`config.mk`:
```
export PLATFORM = sky130hd
export DESIGN_NAME = muldiv_sequencer
export DESIGN_NICKNAME = d
export VERILOG_FILES = /design/src/rtl/muldiv_sequencer.sv
export SDC_FILE = /design/constraint.sdc
export NUM_CORES = 2
export LEC_CHECK = 0
export CORE_ASPECT_RATIO = 1.5
export CORE_UTILIZATION = 55
export CTS_CLUSTER_DIAMETER = 60
export DETAILED_ROUTE_END_ITERATION = 10
export PLACE_DENSITY = 0.72
export SKIP_LAST_GASP = 1
export SLEW_MARGIN = 10
export SYNTH_ARGS = -nofsm -noshare
export SYNTH_HDL_FRONTEND = slang
export SYNTH_SLANG_ARGS = --single-unit
```
`constraint.sdc`:
```
create_clock -name CLK -period 17.41 [get_ports CLK]
set_input_delay 5.223 -clock CLK [delete_from_list [all_inputs] [get_ports CLK]]
set_output_delay 5.223 -clock CLK [all_outputs]
set_load 0.02 [all_outputs]
```
`src/rtl/muldiv_sequencer.sv`:
```
// RV32M execution unit for EX: a shared multi-cycle multiplier and a radix-2 restoring divider.
// It holds the pipeline through STALL and produces one RESULT per accepted instruction.
module muldiv_sequencer #(
  parameter int XLEN       = 32,
  parameter int MUL_CYCLES = 4
) (
  input  logic            CLK,
  input  logic            RESET,
  input  logic            START,
  input  logic [2:0]      OP,
  input  logic [XLEN-1:0] OPERAND_A,
  input  logic [XLEN-1:0] OPERAND_B,
  input  logic            FLUSH,
  output logic            STALL,
  output logic            BUSY,
  output logic            DONE,
  output logic [XLEN-1:0] RESULT
);

  localparam int CNT_MAX = (MUL_CYCLES > XLEN) ? MUL_CYCLES : XLEN;
  localparam int CNT_W   = $clog2(CNT_MAX);

  typedef enum logic [2:0] {S_IDLE, S_MUL, S_DIV, S_FIXUP, S_DONE} state_t;

  state_t            state, state_next;
  logic [2:0]        op_q;
  logic [XLEN-1:0]   a_q, b_q, quo_q, rem_q;
  logic [CNT_W-1:0]  cnt;
  logic              q_sign, r_sign;

  // Decode of the instruction presented in IDLE.
  logic            accept, in_is_mul, in_signed_div, div_zero, div_ovf;
  logic [XLEN-1:0] a_mag, b_mag;

  assign accept        = (state == S_IDLE) && START && !FLUSH;
  assign in_is_mul     = !OP[2];
  assign in_signed_div = OP[2] && !OP[0];
  assign a_mag         = (in_signed_div && OPERAND_A[XLEN-1]) ? -OPERAND_A : OPERAND_A;
  assign b_mag         = (in_signed_div && OPERAND_B[XLEN-1]) ? -OPERAND_B : OPERAND_B;
  assign div_zero      = (OPERAND_B == '0);
  assign div_ovf       = in_signed_div && (OPERAND_A == {1'b1, {(XLEN-1){1'b0}}})
                         && (OPERAND_B == '1);

  // Low 2*XLEN bits of the product of the extended operands equal the signed/unsigned product.
  logic            a_ext, b_ext;
  logic [2*XLEN-1:0] product;

  assign a_ext   = a_q[XLEN-1] && ((op_q[1:0] == 2'b01) || (op_q[1:0] == 2'b10));
  assign b_ext   = b_q[XLEN-1] && (op_q[1:0] == 2'b01);
  assign product = {{XLEN{a_ext}}, a_q} * {{XLEN{b_ext}}, b_q};

  // Divider step: quo_q doubles as the dividend shift register, MSB first.
  logic [XLEN:0]   rem_shift, rem_diff;
  logic            rem_ge;
  logic [XLEN-1:0] rem_next;

  assign rem_shift = {rem_q, quo_q[XLEN-1]};
  assign rem_diff  = rem_shift - {1'b0, b_q};
  assign rem_ge    = (rem_shift >= {1'b0, b_q});
  assign rem_next  = rem_ge ? rem_diff[XLEN-1:0] : rem_shift[XLEN-1:0];

  always_ff @(posedge CLK) begin
    if (RESET) state <= S_IDLE;
    else       state <= state_next;
  end

  // NOTE: every signal written here gets a default first so no latch is inferred.
  always_comb begin
    state_next = state;
    unique case (state)
      S_IDLE: begin
        if (accept) begin
          if (in_is_mul)               state_next = S_MUL;
          else if (div_zero || div_ovf) state_next = S_FIXUP;
          else                          state_next = S_DIV;
        end
      end
      S_MUL:   if (cnt == '0) state_next = S_DONE;
      S_DIV:   if (cnt == '0) state_next = S_FIXUP;
      S_FIXUP: if (cnt == '0) state_next = S_DONE;
      S_DONE:  state_next = S_IDLE;
      default: state_next = S_IDLE;
    endcase
    if (FLUSH) state_next = S_IDLE;
  end

  assign STALL = accept || (state == S_MUL) || (state == S_DIV) || (state == S_FIXUP);
  assign BUSY  = (state != S_IDLE);
  assign DONE  = (state == S_DONE);

  // FIXUP runs two steps: cnt==1 applies the signs, cnt==0 selects and loads RESULT.
  // Divide special cases preload their answers and enter at the cnt==0 step.
  // NOTE: sequential state uses non-blocking assignments so every register sees pre-edge values.
  always_ff @(posedge CLK) begin
    if (RESET) begin
      op_q   <= '0;
      a_q    <= '0;
      b_q    <= '0;
      quo_q  <= '0;
      rem_q  <= '0;
      cnt    <= '0;
      q_sign <= 1'b0;
      r_sign <= 1'b0;
      RESULT <= '0;
    end else if (!FLUSH) begin
      unique case (state)
        S_IDLE: begin
          if (accept) begin
            op_q   <= OP;
            a_q    <= in_is_mul ? OPERAND_A : a_mag;
            b_q    <= in_is_mul ? OPERAND_B : b_mag;
            q_sign <= 1'b0;
            r_sign <= 1'b0;
            if (in_is_mul) begin
              cnt <= CNT_W'(MUL_CYCLES - 1);
            end else if (div_zero) begin
              quo_q <= '1;
              rem_q <= OPERAND_A;
              cnt   <= '0;
            end else if (div_ovf) begin
              quo_q <= {1'b1, {(XLEN-1){1'b0}}};
              rem_q <= '0;
              cnt   <= '0;
            end else begin
              quo_q  <= a_mag;
              rem_q  <= '0;
              cnt    <= CNT_W'(XLEN - 1);
              q_sign <= in_signed_div && (OPERAND_A[XLEN-1] ^ OPERAND_B[XLEN-1]);
              r_sign <= in_signed_div && OPERAND_A[XLEN-1];
            end
          end
        end
        S_MUL: begin
          cnt <= cnt - 1'b1;
          if (cnt == '0)
            RESULT <= (op_q[1:0] == 2'b00) ? product[XLEN-1:0] : product[2*XLEN-1:XLEN];
        end
        S_DIV: begin
          rem_q <= rem_next;
          quo_q <= {quo_q[XLEN-2:0], rem_ge};
          cnt   <= (cnt == '0) ? CNT_W'(1) : cnt - 1'b1;
        end
        S_FIXUP: begin
          if (cnt != '0) begin
            if (q_sign) quo_q <= -quo_q;
            if (r_sign) rem_q <= -rem_q;
            cnt <= '0;
          end else begin
            RESULT <= op_q[1] ? rem_q : quo_q;
          end
        end
        default: ;
      endcase
    end
  end

endmodule

```
# ---- Yosys cells after proc, flatten, opt, wreduce, memory -nomap -nowiden
# Cells that the tools add are included.
dict set report classes {
  eq_ne 17
  n_addsub 6
  magnitude_cmp 1
  muxes 42
  bitwise_logic 2
  reduce_logical 34
  multipliers 1
}
# operator n
set ops {}
lappend ops {{$mux 32} 20}
lappend ops {{$pmux 32 s3} 2}
lappend ops {{$neg 32->32} 4}
lappend ops {{$eq 32x32->1 const B} 2}
lappend ops {{$mul 33x33->64} 1}
lappend ops {{$pmux 32 s2} 1}
lappend ops {{$ge 33x32->1} 1}
lappend ops {{$logic_not 32->1} 1}
lappend ops {{$sub 32x32->32} 1}
lappend ops {{$mux 5} 6}
lappend ops {{$pmux 5 s4} 1}
lappend ops {{$ne 2x2->1 const B} 7}
lappend ops {{$reduce_and 6->1} 2}
lappend ops {{$logic_and 1x1->1} 10}
lappend ops {{$mux 3} 3}
lappend ops {{$pmux 3 s3} 1}
lappend ops {{$reduce_and 4->1} 2}
lappend ops {{$mux 1} 7}
lappend ops {{$eq 3x2->1 const B} 2}
lappend ops {{$reduce_and 3->1} 2}
lappend ops {{$reduce_bool 3->1} 2}
lappend ops {{$logic_not 5->1} 1}
lappend ops {{$logic_or 1x1->1} 5}
lappend ops {{$reduce_bool 5->1} 1}
lappend ops {{15 further kinds} 18}
dict set report totals {
  in_bits 71
  output_inout_bits 35
  ff_bits 172
  elab_cells 113
}

# ---- Logic depth before layout (Yosys ltp)
dict set report depth {
  word_depth 9
  mapped_depth 35
  ltp_nobuf 31
}

# ---- Least setup slack after synthesis
# OpenSTA, ideal clock, no wires.
dict set report synth_timing {
  path_kind {input port to output port}
  start {in FLUSH}
  end {out STALL}
  path_slack_ps 6135
  path_stages 4
  arrival_ps 6052
  required_time_ps 12187
  cell_sequence {nor2_1 nand3_1 clkbuf_1 o21ai_0}
}
dict set report synth_between {
  elab_chain_cells 5
}
# element line_no
set synth_lines {}
lappend synth_lines {{start: declaration} 13} ;# input logic FLUSH,
lappend synth_lines {{$logic_not 1->1} --}
lappend synth_lines {{$logic_and 1x1->1} 35} ;# assign accept = (state == S_IDLE) && START && !FLUSH;
lappend synth_lines {{$logic_or 1x1->1 (3 in series)} 87} ;# assign STALL = accept || (state == S_MUL) || (state == S_DIV) || (state == S_FIXUP);
lappend synth_lines {{end: declaration} 14} ;# output logic STALL,
# No other way between the ends.

# ---- Final worst setup path
# Same ends and word-level chain as after synthesis.

==> metrics.log <==
INFO  metric hold_path_class = reg2reg
INFO  metric timing.critical_path.mode_cell = clkdlybuf4s50_1
INFO  metric cp_slowest_cell = clkdlybuf4s50_1
INFO  metric worst_margin_pin_slew = 1.056 ns
INFO  metric num_rows = 135
INFO  metric ys_async_sr_fraction = 0%
INFO  metric die_area = 92990 um^2
INFO  metric place.detailed.hpwl = 123800 um
INFO  metric routed_wl = 153800 um
INFO  metric rr_startpoint = op_q[1]
INFO  metric synth_area_leaders = fa_1 (45%), inv_1 (9.3%), nand2_1 (7.2%), dfxtp_1 (6.8%), ha_1 (6.2%)
INFO  metric worst_path_arrival_time = 7.34 ns
INFO  metric drive_above_1_share = 2.984%
INFO  metric clockBufferDepth = 2
INFO  metric grt_first_pass_wirelength = 242800 um
INFO  metric tritoncts = built
INFO  metric placed_area = 52310 um^2
INFO  metric route.detailed.vias_per_inst = 5.860
INFO  metric die_boundary_height = 373.0 um
INFO  metric die_width = 249.3 um
INFO  metric vias = 41003
INFO  metric max_freq = 79.62 MHz
INFO  metric detail-route-antenna-nets = 0
INFO  metric layout_worst_path_cycle_share = 72.14%
INFO  metric initial_detailed_routing_violation_count = 2707
INFO  metric post_cts_resized = 0
INFO  metric outcome = finished clean
INFO  metric critical_path.cell_chain = clkdlybuf4s50_1 -> nor2_1 -> nand3_1 -> o21ai_0 -> clkdlybuf4s50_1
INFO  metric ports_placed_on_the_boundary = 106
INFO  metric synth_top_area_share = 44.67%
INFO  metric synth_seq_area_share = 6.823%
INFO  metric crit_path_end_kind = primary output
INFO  metric cp_max_fo = 14
INFO  metric finalClockSkew = 0.01819 ns
INFO  metric r2r.worst_path.cells = 31
INFO  metric cts_root_buf = clkbuf_16
INFO  metric busiest_layer = met2
INFO  metric syn-instance-count = 5965
INFO  metric synth.largest_area_cell = fa_1
INFO  metric crit_path_max_incr_delay = 0.64 ns
INFO  metric grt.overflow.total = 0
INFO  metric unrepaired_setup_endpoints_after_global_routing = false
INFO  metric worst_slew_margin_rel = 29.41%
INFO  metric grtUsageTotal = 34.07%
INFO  metric synth_area = 50460 um^2
INFO  metric antenna_found_initial = 7
INFO  metric start_kind = input port
INFO  metric clk-insertion-delay-late = 0.47 ns
INFO  metric worst_hold_startpoint = RESULT[15]
INFO  metric grt_max_degree = 81
INFO  metric reg2reg_slack = 6.84 ns
INFO  metric tritoncts.num_buffers = 17
INFO  metric via_count_of_the_first_global_routing_pass = 44305
INFO  metric cts.sinks = 172
INFO  metric ctsHoldBuffers = 0
INFO  metric worst_hold_path.endpoint = RESULT[15]
INFO  metric start_util = 55.74%
INFO  metric post_synthesis_net_count = 7414
INFO  metric multiInputGateArea = 40960 um^2
INFO  metric average_size_of_a_mapped_cell = 8.460 um^2
INFO  metric area_growth = 4.855%
INFO  metric design_power_total = 2.617 mW
INFO  metric grt.met3_usage = 4.031%
INFO  metric synth_warnings = 0
INFO  metric ys_ff_latch = 172
INFO  metric fillers = 8241
INFO  metric grt_use_met2 = 61.23%
INFO  metric drc = 0
INFO  metric power.density_cell_area = 49.46 nW/um^2
INFO  metric synth_enable_flop_cells = 0
INFO  metric post-route-cell-area = 52910 um^2
INFO  metric hold_viol = 0
INFO  metric core_region_area = 90540 um^2
INFO  metric final_period_minus_worst_setup_slack = 12.56 ns
INFO  metric critPathKind = in2out
INFO  metric met1_usage = 36.27%
INFO  metric final.setup.tns = 0 ns
INFO  metric clkSlewWorstSetupHoldPaths = 0.07 ns
INFO  metric yosys.cell_types.count = 78
INFO  metric final-seq-area = 3448 um^2
INFO  metric cellLeakagePower = 23.95 nW
INFO  metric drv_slew = 0
INFO  metric report.final.setup_viol = 0
INFO  metric nets = 7268
INFO  metric yosys.cell_count.top_type = inv_1
INFO  metric port-buffer-count = 105
INFO  metric routed_wl_per_cell = 21.97 um
INFO  metric cts_htree_levels = 4
INFO  metric replace_congestion = 1.023
INFO  metric worst_ep_required_time = 12.19 ns
INFO  metric post_synth_most_frequent_cells = inv_1 (1256), fa_1 (1126), nand2_1 (962), clkbuf_1 (342), and2_1 (285)
INFO  metric maxCapViolations = 0
INFO  metric drt-pass1-iter-count = 6
INFO  metric postCtsSetupBuffers = 0
INFO  metric worst_hold_path.num_cells = 2
INFO  metric vdd.ir_drop.worst = 78.18 uV
INFO  metric critical_path.reg2reg.endpoint = RESULT[24]
INFO  metric synth-main-ff-cell = dfxtp_1
## worst max path at each step
stage / from / endpoint / slack, ns
after floorplan: FLUSH / STALL / 6.14
after global placement: FLUSH / STALL / 4.95
after detailed placement: FLUSH / STALL / 4.89
after CTS: FLUSH / STALL / 4.87
after global routing: FLUSH / STALL / 4.77
final: FLUSH / STALL / 4.85
## critical path, delay by kind of cell
kind | cells | cell delay (ns)
buffers and inverters | 2 | 1.09
and+or+nand+nor | 2 | 0.76
AOI/OAI and AO/OA | 1 | 0.26
## metrics by stage
step                cells  hold WS (ns)  setup WS, ns  utilization [%]
detailed placement   6964        0.4318         4.890            57.78
floorplan            5965        0.4322         6.135                -
global placement     6964        0.4320         4.947            57.78
finish               6997        0.4441         4.851            58.44
global route         6996        0.4677         4.767            58.44
CTS                  6996        0.4436         4.867            58.44
## kinds of logic (layout without fill, tap and decap cells)
group                      count (synthesis)  in the layout  synth area share, %
AOI/OAI and AO/OA                        719            719                9.315
xor gates and xnor gates                 187            187                3.246
adders and majority gates               1378           1378                50.92
buffers and inverters                   1617           1484                12.06
DFF                                      172            172                6.823
muxes                                     48             48               0.9645
other                                      0              1                    0
and+or+nand+nor                         1844           1844                16.67
## layer usage
layer / wire (um) / vias to the layer above
li1: - / 17864
met1: 51960 / 20860
met2: 79370 / 1634
met3: 8507 / 633
met4: 13850 / 12
met5: 65 / -
## layout make-up
type / instances / share of cell area (%)
Clock buffer: 19 / 0.8371
Clock inverter: 13 / 0.2908
Tap cell: 1164 / 2.752
Sequential cell: 172 / 6.517
Timing Repair Buffer: 196 / 3.273
Antenna cell: 1 / 0.004729
Multi-Input combinational cell: 4176 / 77.42
Inverter: 1256 / 8.910
## sequential cells by signal, indices dropped and copies added, names as in the netlist
register	count
RESULT	32
a_q	32
b_q	32
cnt	5
op_q	2
q_sign	1
quo_q	32
r_sign	1
rem_q	32
state	3
## power by group
part | internal, mW | switching, mW
logic | 0.618 | 1.14
clock network | 0.220 | 0.191
registers | 0.415 | 0.0354
total | 1.25 | 1.36
## placed cells by master, fill, tap and decap left out, types with 23 or more instances in the layout
cell             Yosys  final
inv_1             1256   1256
fa_1              1126   1126
nand2_1            962    962
and2_1             285    285
nor2_1             265    261
ha_1               252    252
a21oi_1            186    185
dfxtp_1            172    168
o21ai_0            149    148
clkdlybuf4s50_1      0    104
xnor2_1             98     98
buf_4                2     92
xor2_1              89     89
nor3_1              84     83
a211oi_1            80     80
a21o_1              48     48
nand3_1             46     46
mux2i_1             43     43
a221oi_1            38     38
nand4_1             30     30
o21a_1              27     27
and3_1              27     26
nor2b_1             23     23
No activity file was read; power rests on OpenSTA's default activity.
